==> src/rtl/nn_xor_sequencer.sv <==
`default_nettype none
// ============================================================================
// Module   : nn_xor_sequencer
// Brief    : On-chip stimulus/check engine for the XOR neural-network core.
// Revision : 1.0  initial release
// ============================================================================
module nn_xor_sequencer #(
    parameter int EXP_WIDTH      = 8,
    parameter int MANT_WIDTH     = 24,
    parameter int SETTLE_CYCLES  = 64,
    parameter int TIMEOUT_CYCLES = 1024
) (
    input  logic                            clk,
    input  logic                            rst_l,
    input  logic                            start,
    output logic [EXP_WIDTH+MANT_WIDTH-1:0] w11,
    output logic [EXP_WIDTH+MANT_WIDTH-1:0] w12,
    output logic [EXP_WIDTH+MANT_WIDTH-1:0] w21,
    output logic [EXP_WIDTH+MANT_WIDTH-1:0] w22,
    output logic [EXP_WIDTH+MANT_WIDTH-1:0] b1,
    output logic [EXP_WIDTH+MANT_WIDTH-1:0] b2,
    output logic [EXP_WIDTH+MANT_WIDTH-1:0] w31,
    output logic [EXP_WIDTH+MANT_WIDTH-1:0] w32,
    output logic [EXP_WIDTH+MANT_WIDTH-1:0] b3,
    output logic [EXP_WIDTH+MANT_WIDTH-1:0] A,
    output logic [EXP_WIDTH+MANT_WIDTH-1:0] B,
    output logic [2:0]                      round_mode,
    input  logic [EXP_WIDTH+MANT_WIDTH-1:0] nn_result,
    input  logic                            nn_ready,
    output logic                            busy,
    output logic                            done,
    output logic [3:0]                      result_bits,
    output logic [EXP_WIDTH+MANT_WIDTH-1:0] last_result,
    output logic                            pass,
    output logic                            timeout_err
);
    localparam int DW      = EXP_WIDTH + MANT_WIDTH;
    localparam int c_cnt_w = $clog2(TIMEOUT_CYCLES) + 1;
    localparam int c_frac  = MANT_WIDTH - 1;

    // Float constants are assembled from the exponent bias so the engine tracks the format.
    localparam logic [EXP_WIDTH-1:0] c_bias = EXP_WIDTH'((1 << (EXP_WIDTH - 1)) - 1);
    localparam logic [DW-1:0] c_pos1 = {1'b0, c_bias, {c_frac{1'b0}}};
    localparam logic [DW-1:0] c_pos4 = {1'b0, c_bias + EXP_WIDTH'(2), {c_frac{1'b0}}};
    localparam logic [DW-1:0] c_neg4 = {1'b1, c_bias + EXP_WIDTH'(2), {c_frac{1'b0}}};
    localparam logic [DW-1:0] c_neg2 = {1'b1, c_bias + EXP_WIDTH'(1), {c_frac{1'b0}}};
    localparam logic [DW-1:0] c_pos6 = {1'b0, c_bias + EXP_WIDTH'(2), 1'b1, {(c_frac-1){1'b0}}};
    localparam logic [DW-1:0] c_neg6 = {1'b1, c_bias + EXP_WIDTH'(2), 1'b1, {(c_frac-1){1'b0}}};
    localparam logic [DW-2:0] c_half = {c_bias - EXP_WIDTH'(1), {c_frac{1'b0}}};

    localparam logic [2:0] c_st_idle    = 3'd0;
    localparam logic [2:0] c_st_apply   = 3'd1;
    localparam logic [2:0] c_st_wait    = 3'd2;
    localparam logic [2:0] c_st_capture = 3'd3;
    localparam logic [2:0] c_st_finish  = 3'd4;

    logic [2:0]         r_state;
    logic [2:0]         w_next_state;
    logic [1:0]         r_idx;
    logic [c_cnt_w-1:0] r_cnt;
    logic               w_settled;
    logic               w_expired;
    logic               w_begin;
    logic               w_load;
    logic               w_count;
    logic               w_timeout;
    logic               w_capture;
    logic               w_finish;
    logic               w_above_half;

    assign w11        = c_pos4;
    assign w12        = c_pos4;
    assign w21        = c_neg4;
    assign w22        = c_neg4;
    assign b1         = c_neg2;
    assign b2         = c_pos6;
    assign w31        = c_pos4;
    assign w32        = c_pos4;
    assign b3         = c_neg6;
    assign round_mode = 3'b000;

    // Ready is honoured once the edge leaving WAIT brings cnt to SETTLE_CYCLES,
    // so a stale ready left over from the previous vector is never sampled.
    assign w_settled    = (r_cnt >= c_cnt_w'(SETTLE_CYCLES - 1)) && nn_ready;
    assign w_expired    = (r_cnt == c_cnt_w'(TIMEOUT_CYCLES - 1));
    assign w_above_half = ~nn_result[DW-1] & (nn_result[DW-2:0] > c_half);

    always_ff @(posedge clk or negedge rst_l) begin
        if (!rst_l) r_state <= c_st_idle;
        else        r_state <= w_next_state;
    end

    always_comb begin
        w_next_state = r_state;
        case (r_state)
            c_st_idle:    if (start) w_next_state = c_st_apply;
            c_st_apply:   w_next_state = c_st_wait;
            c_st_wait: begin
                if (w_settled)      w_next_state = c_st_capture;
                else if (w_expired) w_next_state = c_st_finish;
            end
            c_st_capture: w_next_state = (r_idx == 2'd3) ? c_st_finish : c_st_apply;
            c_st_finish:  w_next_state = c_st_idle;
            default:      w_next_state = c_st_idle;
        endcase
    end

    always_comb begin
        w_begin   = (r_state == c_st_idle) && start;
        w_load    = (r_state == c_st_apply);
        w_count   = (r_state == c_st_wait);
        w_timeout = (r_state == c_st_wait) && !w_settled && w_expired;
        w_capture = (r_state == c_st_capture);
        w_finish  = (r_state == c_st_finish);
    end

    always_ff @(posedge clk or negedge rst_l) begin
        if (!rst_l) begin
            r_idx       <= 2'd0;
            r_cnt       <= '0;
            A           <= '0;
            B           <= '0;
            busy        <= 1'b0;
            done        <= 1'b0;
            result_bits <= 4'd0;
            last_result <= '0;
            pass        <= 1'b0;
            timeout_err <= 1'b0;
        end else begin
            done <= w_finish;
            if (w_begin) begin
                result_bits <= 4'd0;
                pass        <= 1'b0;
                timeout_err <= 1'b0;
                r_idx       <= 2'd0;
                busy        <= 1'b1;
            end
            if (w_load) begin
                A     <= r_idx[1] ? c_pos1 : '0;
                B     <= r_idx[0] ? c_pos1 : '0;
                r_cnt <= '0;
            end
            if (w_count && !(&r_cnt)) r_cnt <= r_cnt + c_cnt_w'(1);
            if (w_timeout) timeout_err <= 1'b1;
            if (w_capture) begin
                last_result        <= nn_result;
                result_bits[r_idx] <= w_above_half;
                if (r_idx != 2'd3) r_idx <= r_idx + 2'd1;
            end
            if (w_finish) begin
                pass <= (result_bits == 4'b0110) && !timeout_err;
                busy <= 1'b0;
            end
        end
    end

endmodule
`default_nettype wire

==> config.mk <==
export PLATFORM = sky130hd
export DESIGN_NAME = nn_xor_sequencer
export DESIGN_NICKNAME = d
export VERILOG_FILES = /design/src/rtl/nn_xor_sequencer.sv
export SDC_FILE = /design/constraint.sdc
export NUM_CORES = 1
export LEC_CHECK = 0
export CAP_MARGIN = 20
export CORE_AREA = 2 2 170 172
export DETAILED_ROUTE_END_ITERATION = 10
export DIE_AREA = 0 0 172 174
export SYNTH_ARGS = -nofsm -noshare
export SYNTH_HDL_FRONTEND = slang
export SYNTH_SLANG_ARGS = --single-unit
==> constraint.sdc <==
create_clock -name clk -period 1.5 [get_ports clk]
set_clock_uncertainty 0.05 [all_clocks]
set_input_delay 0.3 -clock clk [delete_from_list [all_inputs] [get_ports clk]]
set_output_delay 0.3 -clock clk [all_outputs]
set_load 0.02 [all_outputs]
==> results of run 1 <==
## cells by family (layout without fill, tap and decap cells)
logic type	Yosys count	count (layout)	synth area share (%)
compound gates	34	34	4.571
xor+xnor	3	3	0.4924
fa+ha+maj	5	5	1.172
buf+inv	372	161	51.03
flops	58	58	27.19
mux	5	5	1.008
other cells	2	342	0.1407
simple gates	166	166	14.39
## flip-flops by register name (all words and copies together), names as in the netlist
name / count
busy: 1
r_idx: 2
timeout_err: 1
r_cnt: 11
last_result: 32
B: 1
result_bits: 4
pass: 1
A: 1
r_state: 3
done: 1
## metrics by stage
step | cell area (um^2) | setup slack (ps)
2_1_floorplan | 6625 | -76.00
3_3_place_gp | 5663 | -607.9
3_5_place_dp | 5663 | -634.2
4_1_cts | 5996 | -55.41
5_1_grt | 6053 | -99.37
6_report | 6056 | -59.81
## worst paths after layout
path                                        startpoint  slack (ps)                     endpoint  cells after the start
max in group asynchronous                        rst_l         610            A[28]$_DFFE_PN0P_                      3
hold reg to reg            last_result[22]$_DFFE_PN0P_         410  last_result[22]$_DFFE_PN0P_                      2
setup / recovery                  r_cnt[7]$_DFFE_PN0P_         -60         r_cnt[1]$_DFFE_PN0P_                      5
min in group asynchronous                        rst_l         340  last_result[26]$_DFFE_PN0P_                      2
setup reg to reg                  r_cnt[7]$_DFFE_PN0P_         -60         r_cnt[1]$_DFFE_PN0P_                      5
hold / removal                           nn_result[22]         190  last_result[22]$_DFFE_PN0P_                      3
## power groups by stage
stage | Combinational [W] | Clock, W | Sequential, W
after floorplan | 0.00307 | 0 | 0.00313
after CTS | 0.00462 | 0.00227 | 0.00257
after global placement | 0.00488 | 0 | 0.00255
final | 0.00467 | 0.00220 | 0.00255
after detailed placement | 0.00494 | 0 | 0.00259
after global routing | 0.00508 | 0.00234 | 0.00265
## cell usage after synthesis, types with 3 or more instances
library cell / n
sky130_fd_sc_hd__buf_4: 353
sky130_fd_sc_hd__nand2_1: 112
sky130_fd_sc_hd__dfrtp_1: 58
sky130_fd_sc_hd__a31oi_1: 11
sky130_fd_sc_hd__inv_1: 10
sky130_fd_sc_hd__nand3_1: 9
sky130_fd_sc_hd__nor4_1: 8
sky130_fd_sc_hd__clkbuf_1: 7
sky130_fd_sc_hd__nor2_1: 7
sky130_fd_sc_hd__ha_1: 5
sky130_fd_sc_hd__nor3b_1: 4
sky130_fd_sc_hd__o21ai_0: 4
sky130_fd_sc_hd__a21oi_1: 3
sky130_fd_sc_hd__nand3b_1: 3
sky130_fd_sc_hd__nand4_1: 3
sky130_fd_sc_hd__o22ai_1: 3
sky130_fd_sc_hd__or4_1: 3
sky130_fd_sc_hd__xnor2_1: 3
## worst max-delay path, stage by stage, from the launching register on
cell,delay [ps]
sky130_fd_sc_hd__dfrtp_1,380
sky130_fd_sc_hd__and4_4,260
sky130_fd_sc_hd__buf_6,100
sky130_fd_sc_hd__nand4_1,190
sky130_fd_sc_hd__nand2_2,170
sky130_fd_sc_hd__mux2_4,300
## what timing repair did
action                                  CTS  global route
endpoints found under the hold margin     7             0
endpoints found under the setup margin   73            32
buffers inserted                          1             3
resized for setup                       100            31
hold buffers                              1             0
pin swaps                                15            14
## metal layers
layer  track usage, %  vias up  part of all wire (%)
li1                 -     1609                     -
met4            2.626        0                   1.5
met3            1.799       10                   9.3
met2            10.71      219                    52
met1            7.364     1634                    38
met5                0        -                     0
## final cells by class
cell class | count | area share (%)
antenna | 1 | 0.04132
clock buffer | 11 | 4.008
clock inverter | 5 | 1.281
inverter | 10 | 0.6198
multi-input combinational | 554 | 42.48
sequential | 58 | 24.01
tap | 384 | 7.934
timing repair buffer | 135 | 19.63
==> metrics.txt, run 1 <==
# TYPE chip_impl_metric gauge
chip_impl_metric{name="finalSetupViolations",unit=""} 9
chip_impl_metric{name="final_critical_path_setup_slack",unit="ps"} -59.81
chip_impl_metric{name="largest_driver_fanout_on_the_critical_path",unit=""} 4
chip_impl_metric{name="floorplan.io_pins",unit=""} 431
chip_impl_metric{name="initial_core_util",unit="%"} 18.90
chip_impl_metric{name="routedWlPerCell",unit="um"} 9.038
chip_impl_metric{name="internal_power",unit="W"} 0.005312
chip_impl_info{name="worst_hold_path_type",value="in -> reg"} 1
chip_impl_metric{name="post-place-cells",unit=""} 1136
chip_impl_metric{name="area_growth_syn_to_layout",unit="%"} 13.46
chip_impl_metric{name="die_x",unit="um"} 172
chip_impl_metric{name="numClockSinks",unit=""} 58
chip_impl_metric{name="cts_inserted_buffers",unit=""} 9
chip_impl_metric{name="stdcell_count",unit=""} 1158
chip_impl_metric{name="drv.max_cap_violation_count",unit=""} 0
chip_impl_metric{name="dieArea",unit="um^2"} 29930
chip_impl_metric{name="p_per_area",unit="nW/um^2"} 1557
chip_impl_info{name="most_common_library_cell_in_the_layout_ignoring_fill_and_taps",value="sky130_fd_sc_hd__conb_1"} 1
chip_impl_metric{name="finalNetCount",unit=""} 809
chip_impl_metric{name="drt_wl_total",unit="um"} 10470
chip_impl_metric{name="cp_data_arrival_time",unit="ps"} 1720
chip_impl_metric{name="regArea",unit="um^2"} 1454
chip_impl_info{name="synth_ff_type",value="sky130_fd_sc_hd__dfrtp_1"} 1
chip_impl_metric{name="pwr-share-comb",unit="%"} 49.5
chip_impl_metric{name="coreArea",unit="um^2"} 28240
chip_impl_metric{name="power.switching_fraction",unit="%"} 43.64
chip_impl_metric{name="synth_edf_count",unit=""} 0
chip_impl_metric{name="gr-total-overflow",unit=""} 0
chip_impl_info{name="worstSetupEndpointType",value="flop"} 1
chip_impl_metric{name="proportion_of_synthesized_flip_flops_having_asynchronous_set_or_reset",unit="%"} 100.0
chip_impl_metric{name="htree_levels",unit=""} 3
chip_impl_metric{name="height_of_the_die",unit="um"} 174
chip_impl_metric{name="netlist_area",unit="um^2"} 5338
chip_impl_metric{name="firstDrtPassIters",unit=""} 4
chip_impl_metric{name="grt_start_max_net_pins",unit=""} 33
chip_impl_metric{name="port_buffers",unit=""} 89
chip_impl_metric{name="global_route_wire_length_before_repair",unit="um"} 14700
chip_impl_info{name="failed_checks",value="setup timing"} 1
chip_impl_metric{name="route.vias.total",unit=""} 3472
chip_impl_metric{name="max-clock-path-buffers",unit=""} 2
chip_impl_metric{name="fin_hold_ws",unit="ps"} 186.0
chip_impl_info{name="most-common-layout-cells",value="341 x sky130_fd_sc_hd__conb_1, 111 x sky130_fd_sc_hd__nand2_1, 56 x sky130_fd_sc_hd__dfrtp_1"} 1
chip_impl_metric{name="drive_above_1_share",unit="%"} 13.97
chip_impl_metric{name="finalHoldViolCount",unit=""} 0
chip_impl_metric{name="globalplace.congestion",unit=""} 0.7501
chip_impl_metric{name="synth_area_per_cell",unit="um^2"} 8.275
chip_impl_metric{name="placed_wire_length_estimate",unit="um"} 8463
chip_impl_info{name="rsz0062_at_grt",value="yes"} 1
chip_impl_metric{name="setup_total_negative_slack",unit="ps"} -227.4
chip_impl_metric{name="final_min_period_over_clock_period",unit="%"} 104.0
chip_impl_metric{name="p_seq_share",unit="%"} 27.1
chip_impl_metric{name="ys_ff_latch",unit=""} 58
chip_impl_metric{name="grt_antenna_before_repair",unit=""} 1
chip_impl_info{name="ys_top_cells_by_area",value="sky130_fd_sc_hd__buf_4 50%, sky130_fd_sc_hd__dfrtp_1 27%, sky130_fd_sc_hd__nand2_1 7.9%"} 1
chip_impl_metric{name="synth_warnings",unit=""} 0
chip_impl_metric{name="grt_usage",unit="%"} 6.297
chip_impl_info{name="tritoncts",value="built"} 1
chip_impl_metric{name="viasPerCell",unit=""} 2.998
chip_impl_metric{name="synth_top_area_share",unit="%"} 49.65
chip_impl_metric{name="p_switching",unit="W"} 0.004114
chip_impl_metric{name="yosysUniqueCellTypes",unit=""} 46
chip_impl_info{name="outcome",value="complete, but fails checks"} 1
chip_impl_metric{name="critical_path_required",unit="ps"} 1660
chip_impl_metric{name="clk_pin_slew",unit="ps"} 50
chip_impl_info{name="clock-root-buffer",value="sky130_fd_sc_hd__clkbuf_16"} 1
chip_impl_metric{name="max-vdd-ir-drop",unit="uV"} 494.9
chip_impl_info{name="worstSetupPathType",value="reg -> reg"} 1
chip_impl_metric{name="power_leakage",unit="nW"} 3.303
chip_impl_metric{name="power",unit="W"} 0.009427
chip_impl_metric{name="fillCellCount",unit=""} 3138
chip_impl_metric{name="first_iter_violations",unit=""} 208
chip_impl_info{name="critPathLaunchType",value="flop"} 1
chip_impl_metric{name="ant_nets",unit=""} 0
chip_impl_metric{name="drv_slew",unit=""} 0
chip_impl_metric{name="fmax",unit="GHz"} 0.6411
chip_impl_metric{name="finalCoreUtilization",unit="%"} 21.45
chip_impl_metric{name="std_cell_rows",unit=""} 62
chip_impl_metric{name="drcViolationCount",unit=""} 0
chip_impl_metric{name="pwr-share-clk",unit="%"} 23.4
chip_impl_metric{name="synthCells",unit=""} 645
chip_impl_metric{name="clk_latency",unit="ps"} 330
chip_impl_metric{name="multi_input_area",unit="um^2"} 2572
chip_impl_metric{name="period_needed",unit="ps"} 1560
chip_impl_metric{name="yosysSeqAreaShare",unit="%"} 27.19
chip_impl_info{name="synth_top_area_cell",value="sky130_fd_sc_hd__buf_4"} 1
chip_impl_metric{name="vias_in_the_first_global_route",unit=""} 2727
Note: power is estimated with default switching activity, not from simulation.
==> inputs of run 2 (changes only) <==
- CORE_AREA: 2 2 170 172 -> 2 2 167 169
- DIE_AREA: 0 0 172 174 -> 0 0 169 171
- clock period: 1.5 -> 1.7 ns (I/O delays scaled with it)
==> metrics.txt, run 2 (synthesis gave the netlist of run 1 again) <==
# TYPE chip_impl_metric gauge
chip_impl_info{name="outcome",value="complete, no violations"} 1
chip_impl_metric{name="p_per_area",unit="nW/um^2"} 1342
chip_impl_metric{name="final_min_period_over_clock_period",unit="%"} 97.47
chip_impl_metric{name="grt_start_max_net_pins",unit=""} 59
chip_impl_metric{name="max-vdd-ir-drop",unit="uV"} 423.5
chip_impl_metric{name="power.switching_fraction",unit="%"} 44.82
chip_impl_metric{name="placed_wire_length_estimate",unit="um"} 8200
chip_impl_metric{name="period_needed",unit="ps"} 1657
chip_impl_metric{name="cp_num_buf_inv",unit=""} 1
chip_impl_info{name="path_delay_family",value="buffers and inverters"} 1
chip_impl_metric{name="routedWlPerCell",unit="um"} 9.100
chip_impl_metric{name="std_cell_rows",unit=""} 61
chip_impl_metric{name="pwr-share-comb",unit="%"} 49.8
chip_impl_metric{name="finalSetupViolations",unit=""} 0
chip_impl_metric{name="cts_inserted_buffers",unit=""} 9
chip_impl_metric{name="viasPerCell",unit=""} 3.076
chip_impl_metric{name="drv.max_cap_violation_count",unit=""} 0
chip_impl_info{name="rsz0062_at_grt",value="no"} 1
chip_impl_metric{name="diodes",unit=""} 0
chip_impl_metric{name="fillCellCount",unit=""} 3012
chip_impl_metric{name="finalNetCount",unit=""} 798
chip_impl_metric{name="finalHoldViolCount",unit=""} 0
chip_impl_metric{name="clk_pin_slew",unit="ps"} 50
chip_impl_metric{name="drt_wl_total",unit="um"} 10080
chip_impl_info{name="clock-root-buffer",value="sky130_fd_sc_hd__clkbuf_16"} 1
chip_impl_metric{name="grt_antenna_before_repair",unit=""} 1
chip_impl_metric{name="drive_above_1_share",unit="%"} 8.924
chip_impl_metric{name="dieArea",unit="um^2"} 28900
chip_impl_info{name="timing.critical_path.slowest_stage_cell",value="sky130_fd_sc_hd__clkdlybuf4s50_1"} 1
chip_impl_metric{name="pwr-share-clk",unit="%"} 21.5
chip_impl_metric{name="stdcell_count",unit=""} 1108
chip_impl_metric{name="height_of_the_die",unit="um"} 171
chip_impl_info{name="most-common-layout-cells",value="341 x sky130_fd_sc_hd__conb_1, 112 x sky130_fd_sc_hd__nand2_1, 57 x sky130_fd_sc_hd__dfrtp_1"} 1
chip_impl_metric{name="htree_levels",unit=""} 3
chip_impl_metric{name="p_seq_share",unit="%"} 28.7
chip_impl_metric{name="initial_core_util",unit="%"} 19.53
chip_impl_metric{name="drcViolationCount",unit=""} 0
chip_impl_info{name="regMostFlops",value="last_result"} 1
chip_impl_metric{name="globalplace.congestion",unit=""} 0.7787
chip_impl_metric{name="gr-total-overflow",unit=""} 0
chip_impl_metric{name="firstDrtPassIters",unit=""} 4
chip_impl_metric{name="port_buffers",unit=""} 89
chip_impl_info{name="tritoncts",value="built"} 1
chip_impl_metric{name="first_iter_violations",unit=""} 160
chip_impl_metric{name="route.vias.total",unit=""} 3408
chip_impl_metric{name="critical_path_required",unit="ps"} 1310
chip_impl_metric{name="area_growth_syn_to_layout",unit="%"} 9.494
chip_impl_info{name="crit_chain",value="clkdlybuf4s50_1"} 1
chip_impl_info{name="biggestRegsByFlops",value="last_result x32, r_cnt x11, result_bits x4"} 1
chip_impl_metric{name="power_leakage",unit="nW"} 3.352
chip_impl_info{name="worstSetupPathType",value="reg -> out"} 1
chip_impl_metric{name="largest_register_ff_count",unit=""} 32
chip_impl_metric{name="floorplan.io_pins",unit=""} 431
chip_impl_info{name="worst_hold_path_type",value="in -> reg"} 1
chip_impl_metric{name="die_x",unit="um"} 169
chip_impl_metric{name="cp_data_arrival_time",unit="ps"} 1270
chip_impl_metric{name="fmax",unit="GHz"} 0.6035
chip_impl_metric{name="coreArea",unit="um^2"} 27320
chip_impl_metric{name="ant_nets",unit=""} 0
chip_impl_metric{name="max-clock-path-buffers",unit=""} 2
chip_impl_info{name="worstSetupEndpointType",value="primary output"} 1
chip_impl_metric{name="drv_slew",unit=""} 0
chip_impl_metric{name="global_route_wire_length_before_repair",unit="um"} 14020
chip_impl_metric{name="clk_latency",unit="ps"} 330
chip_impl_metric{name="finalCoreUtilization",unit="%"} 21.39
chip_impl_metric{name="p_switching",unit="W"} 0.003517
chip_impl_info{name="critPathLaunchType",value="flop"} 1
chip_impl_metric{name="grt_usage",unit="%"} 6.370
chip_impl_metric{name="largest_driver_fanout_on_the_critical_path",unit=""} 2
chip_impl_metric{name="post-place-cells",unit=""} 1090
chip_impl_metric{name="vias_in_the_first_global_route",unit=""} 2603
chip_impl_metric{name="numClockSinks",unit=""} 58
chip_impl_info{name="most_common_library_cell_in_the_layout_ignoring_fill_and_taps",value="sky130_fd_sc_hd__conb_1"} 1
chip_impl_metric{name="worst_path_largest_cell_delay",unit="ps"} 600
chip_impl_metric{name="internal_power",unit="W"} 0.004329
==> run 2: cell count changes in the layout (fill, tap and decap cells not counted), moves of 3 or more <==
| cell | previous run | this run |
|---|---|---|
| sky130_fd_sc_hd__buf_12 | 4 | 1 |
| sky130_fd_sc_hd__buf_4 | 37 | 33 |
| sky130_fd_sc_hd__buf_6 | 4 | 0 |
| sky130_fd_sc_hd__clkbuf_2 | 11 | 0 |
| sky130_fd_sc_hd__clkdlybuf4s15_2 | 3 | 0 |
| sky130_fd_sc_hd__clkdlybuf4s50_1 | 14 | 36 |
| sky130_fd_sc_hd__dlygate4sd2_1 | 55 | 31 |
| sky130_fd_sc_hd__dlymetal6s2s_1 | 4 | 21 |
| sky130_fd_sc_hd__o22ai_1 | 0 | 3 |
==> run 2: metrics by stage <==
step	hold WS, ps	power [W]	cell area [um^2]	TNS, ps	worst slack, ps
after floorplan	-5.591	0.005430	6610	0	74.18
after global placement	322.1	0.006397	5503	-1352	-340.2
after detailed placement	329.2	0.006461	5503	-1289	-327.1
after CTS	421.2	0.007995	5757	0	1.937
after global routing	244.7	0.008453	5844	0	4.725
final	239.8	0.007846	5844	0	42.97
==> run 2: path summary, 6_finish.rpt <==
check,startpoint,endpoint,slack (ps),cells after the start
worst min-delay path,nn_result[22],last_result[22]$_DFFE_PN0P_,240,3
min in group asynchronous,rst_l,last_result[29]$_DFFE_PN0P_,490,3
worst max register to register,r_cnt[6]$_DFFE_PN0P_,r_state[2]$_DFFE_PN0P_,90,3
max in group asynchronous,rst_l,B[28]$_DFFE_PN0P_,800,3
worst max-delay path,last_result[29]$_DFFE_PN0P_,last_result[29],40,1
worst min register to register,last_result[10]$_DFFE_PN0P_,last_result[10]$_DFFE_PN0P_,420,2
==> run 2: cell type report <==
type	instances	area (um^2)	area share (%)
Inverter	10	37.54	0.6423
Timing Repair Buffer	124	1177	20.15
Tap cell	346	432.9	7.407
Clock inverter	6	42.54	0.7279
Multi-Input combinational cell	554	2462	42.13
Sequential cell	58	1453	24.86
Clock buffer	10	239.0	4.089
==> run 2: timing repair <==
action,4_1_cts,5_1_grt
cloned,0,0
pin swaps,0,2
buffers inserted,0,1
hold buffers,1,0
endpoints found under the hold margin,58,0
setup endpoints to repair,31,37
gates resized for setup,32,27
==> run 2: power by group through the flow <==
stage | Combinational [W] | Sequential [W] | Clock [W]
finish | 0.00391 | 0.00225 | 0.00169
detailed placement | 0.00414 | 0.00232 | 0
floorplan | 0.00267 | 0.00276 | 0
global placement | 0.00410 | 0.00230 | 0
CTS | 0.00396 | 0.00228 | 0.00176
global route | 0.00428 | 0.00234 | 0.00183
==> run 2: layer usage <==
layer,track usage [%],routed length (um),up-vias
li1,-,-,1589
met1,7.258,3866,1567
met3,2.521,1106,14
met5,0,13,-
met2,10.58,4938,236
met4,2.787,159,2
